===== config.mk =====
export PLATFORM = sky130hd
export DESIGN_NAME = pb_conditioner
export DESIGN_NICKNAME = d
export VERILOG_FILES = /design/src/rtl/pb_conditioner.sv
export SDC_FILE = /design/constraint.sdc
export NUM_CORES = 1
export LEC_CHECK = 0
export CORE_ASPECT_RATIO = 1.1
export CORE_MARGIN = 5
export CORE_UTILIZATION = 55
export CTS_CLUSTER_SIZE = 25
export DETAILED_ROUTE_END_ITERATION = 10
export PLACE_DENSITY = 0.74
export SETUP_SLACK_MARGIN = 0.02
export SYNTH_ARGS = -nofsm -noshare
export SYNTH_HDL_FRONTEND = slang
export SYNTH_SLANG_ARGS = --single-unit

===== constraint.sdc =====
create_clock -name clk -period 4.5 [get_ports clk]
set_input_delay 0.9 -clock clk [delete_from_list [all_inputs] [get_ports clk]]
set_output_delay 0.9 -clock clk [all_outputs]
set_load 0.05 [all_outputs]

===== src/rtl/pb_conditioner.sv =====
// Pushbutton front end: per-button synchroniser, debouncer and press/auto-repeat
// pulse generator. All outputs are registered on clk.
module pb_conditioner #(
    parameter int                NUM_PB         = 8,
    parameter int                DEBOUNCE_TICKS = 3,
    parameter int                REPEAT_DELAY   = 50,
    parameter int                REPEAT_PERIOD  = 10,
    parameter logic [NUM_PB-1:0] REPEAT_MASK    = 8'b0111_1100
) (
    input  logic              clk,
    input  logic              reset,
    input  logic [NUM_PB-1:0] pb_raw,
    output logic [NUM_PB-1:0] pb_level,
    output logic [NUM_PB-1:0] pb_pulse
);

    typedef enum logic [1:0] {
        ST_IDLE   = 2'd0,
        ST_HELD   = 2'd1,
        ST_REPEAT = 2'd2
    } state_t;

    localparam int CW   = $clog2(DEBOUNCE_TICKS + 1);
    localparam int RMAX = (REPEAT_DELAY > REPEAT_PERIOD) ? REPEAT_DELAY : REPEAT_PERIOD;
    localparam int RW   = $clog2(RMAX + 1);

    localparam logic [CW-1:0] DB_LAST = CW'(DEBOUNCE_TICKS - 1);
    localparam logic [CW-1:0] DB_ONE  = CW'(1);
    localparam logic [RW-1:0] RD_LAST = RW'(REPEAT_DELAY - 1);
    localparam logic [RW-1:0] RP_LAST = RW'(REPEAT_PERIOD - 1);
    localparam logic [RW-1:0] R_ONE   = RW'(1);

    genvar g;
    generate
        for (g = 0; g < NUM_PB; g++) begin : g_pb
            localparam logic REP_EN = REPEAT_MASK[g];

            logic          sync1_r;
            logic          sync2_r;
            logic          level_r;
            logic          pulse_r;
            logic [CW-1:0] dcnt_r;
            logic [RW-1:0] rcnt_r;
            state_t        state_r;
            logic          level_next_s;
            logic [CW-1:0] dcnt_next_s;

            // Debounce: level follows the synchronised input only after it has
            // disagreed for DEBOUNCE_TICKS consecutive cycles.
            always_comb begin
                level_next_s = level_r;
                dcnt_next_s  = '0;
                if (sync2_r == level_r) begin
                    level_next_s = level_r;
                    dcnt_next_s  = '0;
                end else if (dcnt_r == DB_LAST) begin
                    level_next_s = sync2_r;
                    dcnt_next_s  = '0;
                end else begin
                    level_next_s = level_r;
                    dcnt_next_s  = dcnt_r + DB_ONE;
                end
            end

            // Synchroniser, debounce state and press/repeat FSM. The FSM looks at the
            // next level so the press pulse lands in the same cycle the level rises.
            always_ff @(posedge clk) begin
                if (!reset) begin
                    sync1_r <= 1'b0;
                    sync2_r <= 1'b0;
                    level_r <= 1'b0;
                    pulse_r <= 1'b0;
                    dcnt_r  <= '0;
                    rcnt_r  <= '0;
                    state_r <= ST_IDLE;
                end else begin
                    sync1_r <= pb_raw[g];
                    sync2_r <= sync1_r;
                    dcnt_r  <= dcnt_next_s;
                    level_r <= level_next_s;
                    pulse_r <= 1'b0;
                    case (state_r)
                        ST_IDLE: begin
                            if (level_next_s) begin
                                pulse_r <= 1'b1;
                                state_r <= ST_HELD;
                                rcnt_r  <= '0;
                            end else begin
                                state_r <= ST_IDLE;
                                rcnt_r  <= '0;
                            end
                        end
                        ST_HELD: begin
                            if (!level_next_s) begin
                                state_r <= ST_IDLE;
                                rcnt_r  <= '0;
                            end else if (!REP_EN) begin
                                state_r <= ST_HELD;
                                rcnt_r  <= '0;
                            end else if (rcnt_r == RD_LAST) begin
                                pulse_r <= 1'b1;
                                state_r <= ST_REPEAT;
                                rcnt_r  <= '0;
                            end else begin
                                state_r <= ST_HELD;
                                rcnt_r  <= rcnt_r + R_ONE;
                            end
                        end
                        ST_REPEAT: begin
                            if (!level_next_s) begin
                                state_r <= ST_IDLE;
                                rcnt_r  <= '0;
                            end else if (rcnt_r == RP_LAST) begin
                                pulse_r <= 1'b1;
                                state_r <= ST_REPEAT;
                                rcnt_r  <= '0;
                            end else begin
                                state_r <= ST_REPEAT;
                                rcnt_r  <= rcnt_r + R_ONE;
                            end
                        end
                        default: begin
                            state_r <= ST_IDLE;
                            rcnt_r  <= '0;
                        end
                    endcase
                end
            end

            assign pb_level[g] = level_r;
            assign pb_pulse[g] = pulse_r;
        end
    endgenerate

endmodule


==> flow_summary_export.csv, run 1 <==
group,metric,value,unit
run_status,outcome,"finished, final reports clean",
cts,numCtsBuffers,9,
detailed_routing,drt_wl_total,6806,microns
worst_setup_path,worst_setup_path_end_kind,"output pin",
cts,htreeDepth,3,
cts,post-cts-setup-buffers,0,
pwr,p_comb_frac,0.017,
layout,fill_cells,710,
layout,fin_util,0.6153,
worst_setup_path,crit_family,"buffers and inverters",
layout,syn2layout_area_growth,9.011,%
run,maxCapViolCount,0,
detailed_routing,ant_nets,0,
detailed_routing,drtIter0Drc,58,
floorplan,start_util,0.5644,
timing,hold_viol_final,0,
cts,cts_resized,0,
grt,grt_pass1_wl,12350,microns
grt,grt_max_degree,26,
pwr,irDropWorstVdd,0.1786,mV
pwr,powerDensity,300.8,nW/um^2
floorplan,num_rows,35,
worst_setup_path,path_buf_inv,1,
yosys,syn_nets,542,
yosys,synth-compound-area-share,0.04638,
worst_setup_path,cp_slowest_cell,"clkdlybuf4s50_1",
pwr,clkPwrFrac,0.335,
yosys,ys_seq_area_frac,0.4750,
grt,antenna_found_initial,0,
cts,cts-root-buf,"clkbuf_8",
yosys,synth_top_family_by_area,"simple AND/OR/NAND/NOR gates",
yosys,synth_xor_area_frac,0.07236,
timing,rsz0062_at_grt,"false",
pwr,p_int,1217,uW
yosys,synth_most_common_cell,"dfxtp_1",
worst_hold_path,min_from,"g_pb[6].dcnt_r[0]",
worst_setup_path,critPathKind,"reg2out",
placed_design,gp_congestion,0.7711,
timing,slew_viol_final,0,
pwr,switchingPower,330.8,uW
detailed_routing,drc,0,
pwr,p_seq_frac,0.648,
detailed_routing,via_per_inst,4.969,
cts,insertion_delay,0.36,ns
detailed_routing,dr.pass1.iters,4,
yosys,yosys.area.top_type,"dfxtp_1",
floorplan,dieHeight,107.2,microns
yosys,synthSimpleGateAreaFrac,0.2081,
worst_hold_path,hold_path_class,"reg2reg",
pwr,switching_share,0.2137,
placed_design,io_buffers,25,
worst_setup_path,crit_start,"g_pb[4].level_r",
grt,grt_overflow_total,0,
cts,cts_tree,"built",
layout,antenna_cells,0,
floorplan,dieArea,10540,sq um
cts,cts_sinks,112,
worst_setup_path,cp_max_fo,3,
timing,min_period_over_period,0.5533,
worst_setup_path,cp-start-kind,"flip-flop",
timing,maxSlewHeadroom,0.6529,
worst_setup_path,path_cells,"clkdlybuf4s50_1",
yosys,async_reset_ff_frac,0,
floorplan,die_w,98.34,microns
cts,cts_buffer_depth,2,
worst_setup_path,slowest_delay,0.84,ns
yosys,synthMuxAreaShare,0.02385,
detailed_routing,vias,3076,
floorplan,core,8364,sq um
timing,setup_viol,0,
worst_setup_path,r2r_start,"g_pb[7].dcnt_r[0]",
yosys,synth-seq-cells,112,
yosys,ys_top_cells_by_count,"dfxtp_1, nor2_1, ha_1",
placed_design,dp_hpwl,5082,microns
worst_setup_path,cp_data_required_time,3.60,ns
detailed_routing,wl_per_cell,11.00,microns
yosys,ys_types,42,
timing,tightest_slew,0.5191,ns
yosys,synth-edff-count,0,
floorplan,pin_count,26,
yosys,syn_area,4721,sq um
pwr,p_leak,0.001983,uW
timing,fmax,0.4016,GHz
yosys,synth_ff_type,"dfxtp_1",
yosys,synthAdderAreaFrac,0.1166,
worst_setup_path,worstPathArrival,1.59,ns
grt,grt_pass1_vias,3001,
yosys,synthCells,488,
yosys,synth_area_leaders,"dfxtp_1, ha_1, nor2_1, xor2_1, xnor2_1",
cts,clk_pin_slew_worst_paths,0.09,ns
grt,global_route.usage.total,0.1397,
timing,skew,0.01227,ns
timing,setup_tns,0,ns
yosys,ys_warn_count,0,
layout,nets,557,
layout,layout-drive-gt1-share,0.05512,
yosys,syn_area_per_cell,9.674,sq um
cts,ctsHoldBuffers,0,
yosys,synth_top_area_frac,0.4750,
timing,min_period,2.490,ns
state kept, by name, indices dropped and copies added, names as in the netlist:
name / cells
g_pb.level_r: 8
g_pb.dcnt_r: 16
g_pb.rcnt_r: 48
g_pb.state_r: 16
g_pb.sync2_r: 8
g_pb.sync1_r: 8
g_pb.pulse_r: 8
power by group through the flow:
stage	registers, uW	clock network (uW)	logic, uW
CTS	1000	546	27.3
global route	1000	585	30.1
finish	1000	518	26.8
floorplan	1030	0	15.6
global placement	1030	0	26.4
detailed placement	1030	0	27.2
final cells by class:
| class | count | area (sq um) | share of cell area |
|---|---|---|---|
| Inverter | 34 | 127.6 | 0.02480 |
| Tap cell | 111 | 138.9 | 0.02699 |
| Clock inverter | 6 | 46.29 | 0.008996 |
| Sequential cell | 112 | 2242 | 0.4357 |
| Clock buffer | 10 | 127.6 | 0.02480 |
| Multi-Input combinational cell | 320 | 2206 | 0.4286 |
| Timing Repair Buffer | 26 | 257.7 | 0.05009 |
layout by cell type, fill, tap and decap left out, types with 4 or more instances in the layout:
cell type and count:
dfxtp_1 112, nor2_1 76, ha_1 44, inv_1 34
clkdlybuf4s50_1 25, nand3_1 24, and2_1 23, xor2_1 22
nand2_1 18, xnor2_1 17, nand3b_1 12, a21oi_1 11
nand2b_1 10, clkbuf_8 9, mux2_2 6, o211ai_1 6
nor2b_1 5, a31oi_1 5, or3_1 4, and3_1 4
cell families after synthesis:
family,Yosys count
compound gates,34
xor+xnor,39
fa+ha+maj,44
buf+inv,56
flops,112
mux,10
simple gates,193
metal layers:
| metal | track usage | part of all wire | up-vias |
|---|---|---|---|
| li1 | - | - | 1611 |
| met1 | 0.1652 | 0.46 | 1426 |
| met2 | 0.2454 | 0.49 | 29 |
| met3 | 0.02863 | 0.025 | 10 |
| met4 | 0.05854 | 0.020 | 0 |
| met5 | 0 | 0 | - |
through the flow:
stage / total power (uW) / instance area, sq um / instances / hold WS (ns) / worst slack (ns)
global placement: 1052 / 4972 / 603 / 0.3990 / 1.811
finish: 1548 / 5146 / 619 / 0.4131 / 2.010
CTS: 1577 / 5146 / 619 / 0.4155 / 1.982
detailed placement: 1053 / 4972 / 603 / 0.4013 / 1.754
floorplan: 1041 / 4721 / 488 / 0.3922 / 2.812
global route: 1620 / 5146 / 619 / 0.4369 / 1.946
final timing paths:
| kind | endpoint | slack [ns] | cells after the start |
|---|---|---|---|
| setup / recovery | pb_level[4] | 2.01 | 1 |
| hold / removal | g_pb[6].dcnt_r[0] | 0.41 | 1 |
| setup reg to reg | g_pb[7].rcnt_r[2] | 2.86 | 6 |
| hold reg to reg | g_pb[6].dcnt_r[0] | 0.41 | 1 |
Note: power is estimated with default switching activity, not from simulation.
==> run 2: changes to the inputs <==
--- a/config.mk
+++ b/config.mk
@@ -7,10 +7,10 @@
 export LEC_CHECK = 0
 export CORE_ASPECT_RATIO = 1.1
 export CORE_MARGIN = 5
-export CORE_UTILIZATION = 55
+export CORE_UTILIZATION = 53
 export CTS_CLUSTER_SIZE = 25
 export DETAILED_ROUTE_END_ITERATION = 10
-export PLACE_DENSITY = 0.74
+export PLACE_DENSITY = 0.75
 export SETUP_SLACK_MARGIN = 0.02
 export SYNTH_ARGS = -nofsm -noshare
 export SYNTH_HDL_FRONTEND = slang
==> constraint.sdc (replaced) <==
create_clock -name clk -period 2.1 [get_ports clk]
set_input_delay 0.42 -clock clk [delete_from_list [all_inputs] [get_ports clk]]
set_output_delay 0.42 -clock clk [all_outputs]
set_load 0.05 [all_outputs]
==> run 2 against run 1 <==
Against the previous run:
- clock skew rose by 0.0012 ns
- power rose by 120%
- sequential share of layout area fell by 0.23 points
- first-iteration DRC count rose by 74%
- routed wire length fell by 0.63%
- via count rose by 0.36%
==> flow_summary_export.csv, run 2 (synthesis results as in run 1) <==
group,metric,value,unit
run_status,outcome,"finished, final reports clean",
grt,grt_pass1_wl,12160,microns
worst_setup_path,worst_setup_path_end_kind,"output pin",
placed_design,io_buffers,25,
cts,cts-root-buf,"clkbuf_8",
timing,hold_viol_final,0,
cts,htreeDepth,3,
layout,layout-drive-gt1-share,0.05894,
layout,largest_reg_flops,48,
worst_setup_path,critical_path_depth,1,
layout,fill_cells,789,
timing,rsz0062_at_grt,"false",
layout,mostFrequentLayoutCells,"dfxtp_1, nor2_1, ha_1, inv_1, clkdlybuf4s50_1",
worst_setup_path,worstPathArrival,1.59,ns
cts,numCtsBuffers,9,
detailed_routing,vias,3087,
worst_hold_path,min_path_cells,1,
grt,grt_max_degree,34,
worst_setup_path,cp_max_fo,3,
grt,grt_pass1_vias,3002,
detailed_routing,ant_nets,0,
timing,tightest_slew,0.5113,ns
cts,cts_resized,0,
worst_setup_path,cp_slowest_cell,"clkdlybuf4s50_1",
run,maxCapViolCount,0,
floorplan,dieArea,10900,sq um
timing,maxSlewHeadroom,0.6580,
layout,stdcell_area,5174,sq um
worst_setup_path,cp_data_required_time,1.68,ns
placed_design,placed_area,4996,sq um
layout,nets,558,
detailed_routing,drt_wl_total,6763,microns
grt,grt_overflow_total,0,
layout,fin_util,0.5890,
placed_design,dpl.cell_count,607,
layout,final-instance-count-excl-fill,623,
cts,post-cts-setup-buffers,0,
detailed_routing,dr.pass1.iters,5,
worst_setup_path,path_cells,"clkdlybuf4s50_1",
timing,setup_viol,0,
cts,insertion_delay,0.37,ns
worst_setup_path,crit_family,"buffers and inverters",
timing,min_period_over_period,0.9549,
floorplan,dieHeight,109.0,microns
timing,skew,0.01344,ns
pwr,powerDensity,653.2,nW/um^2
timing,min_period,2.005,ns
detailed_routing,wl_per_cell,10.86,microns
pwr,p_leak,0.001998,uW
worst_setup_path,reg2reg_depth,5,
cts,ctsHoldBuffers,0,
worst_setup_path,critPathKind,"reg2out",
worst_hold_path,hold_path_class,"reg2reg",
cts,cts_tree,"built",
detailed_routing,via_per_inst,4.955,
layout,top_regs,"g_pb.rcnt_r: 48 flops, g_pb.dcnt_r: 16 flops, g_pb.state_r: 16 flops",
grt,global_route.usage.total,0.1374,
timing,fmax,0.4987,GHz
timing,setup_tns,0,ns
layout,antenna_cells,0,
floorplan,start_util,0.5375,
cts,cts_buffer_depth,2,
cts,cts_sinks,112,
floorplan,num_rows,36,
placed_design,gp_congestion,0.7612,
floorplan,core,8783,sq um
worst_setup_path,cp-start-kind,"flip-flop",
worst_setup_path,path_buf_inv,1,
timing,slew_viol_final,0,
worst_setup_path,slowest_delay,0.83,ns
placed_design,dp_hpwl,5045,microns
detailed_routing,drtIter0Drc,101,
pwr,irDropWorstVdd,0.4985,mV
cts,clk_pin_slew_worst_paths,0.10,ns
layout,top_register,"g_pb.rcnt_r",
grt,antenna_found_initial,0,
layout,final_common_cell,"dfxtp_1",
layout,syn2layout_area_growth,9.594,%
floorplan,die_w,99.99,microns
floorplan,pin_count,26,
detailed_routing,drc,0,
-- run 2: routing by layer --
metal | routed length, microns | share of wire | GRT usage | up-vias
met1 | 3090 | 0.46 | 0.1528 | 1427
met4 | 176 | 0.026 | 0.07315 | 0
li1 | - | - | - | 1605
met3 | 245 | 0.036 | 0.03775 | 13
met5 | 0 | 0 | 0 | -
met2 | 3251 | 0.48 | 0.2388 | 42
-- run 2: through the flow --
stage	worst slack [ns]	power [uW]	hold slack, ns
floorplan	0.5966	2230	0.3922
global placement	0.2433	2259	0.3987
detailed placement	0.1927	2261	0.4013
CTS	0.05491	3437	0.4157
global route	0.02059	3530	0.4297
finish	0.09467	3379	0.4155
-- run 2: layout make-up --
cell class / count / area, sq um / share of cell area
clock buffers: 9 / 123.9 / 0.02394
multi-input cells: 320 / 2206 / 0.4264
inverters: 34 / 127.6 / 0.02467
clock inverters: 7 / 53.80 / 0.01040
repair buffers: 27 / 277.8 / 0.05369
flip-flops and latches: 112 / 2242 / 0.4334
well taps: 114 / 142.6 / 0.02757
-- run 2: final timing paths --
check | slack [ns] | startpoint | endpoint
setup / recovery | 0.09 | g_pb[3].level_r | pb_level[3]
setup reg to reg | 0.44 | g_pb[2].rcnt_r[0] | g_pb[2].rcnt_r[5]
hold reg to reg | 0.42 | g_pb[2].dcnt_r[0] | g_pb[2].dcnt_r[0]
hold / removal | 0.42 | g_pb[2].dcnt_r[0] | g_pb[2].dcnt_r[0]
-- run 2: report_power, final --
group | internal (uW) | switching (uW)
Sequential | 2140 | 7.44
Combinational | 35.0 | 25.8
Clock | 444 | 725
==> run 3: changes to the inputs <==
--- a/config.mk
+++ b/config.mk
@@ -10,8 +10,10 @@
 export CORE_UTILIZATION = 53
 export CTS_CLUSTER_SIZE = 25
 export DETAILED_ROUTE_END_ITERATION = 10
+export HOLD_SLACK_MARGIN = 0.03
 export PLACE_DENSITY = 0.75
 export SETUP_SLACK_MARGIN = 0.02
+export SLEW_MARGIN = 20
 export SYNTH_ARGS = -nofsm -noshare
 export SYNTH_HDL_FRONTEND = slang
 export SYNTH_SLANG_ARGS = --single-unit
==> results of run 3 <==
The final DEF is identical to that of run 2; final timing and power are the same.
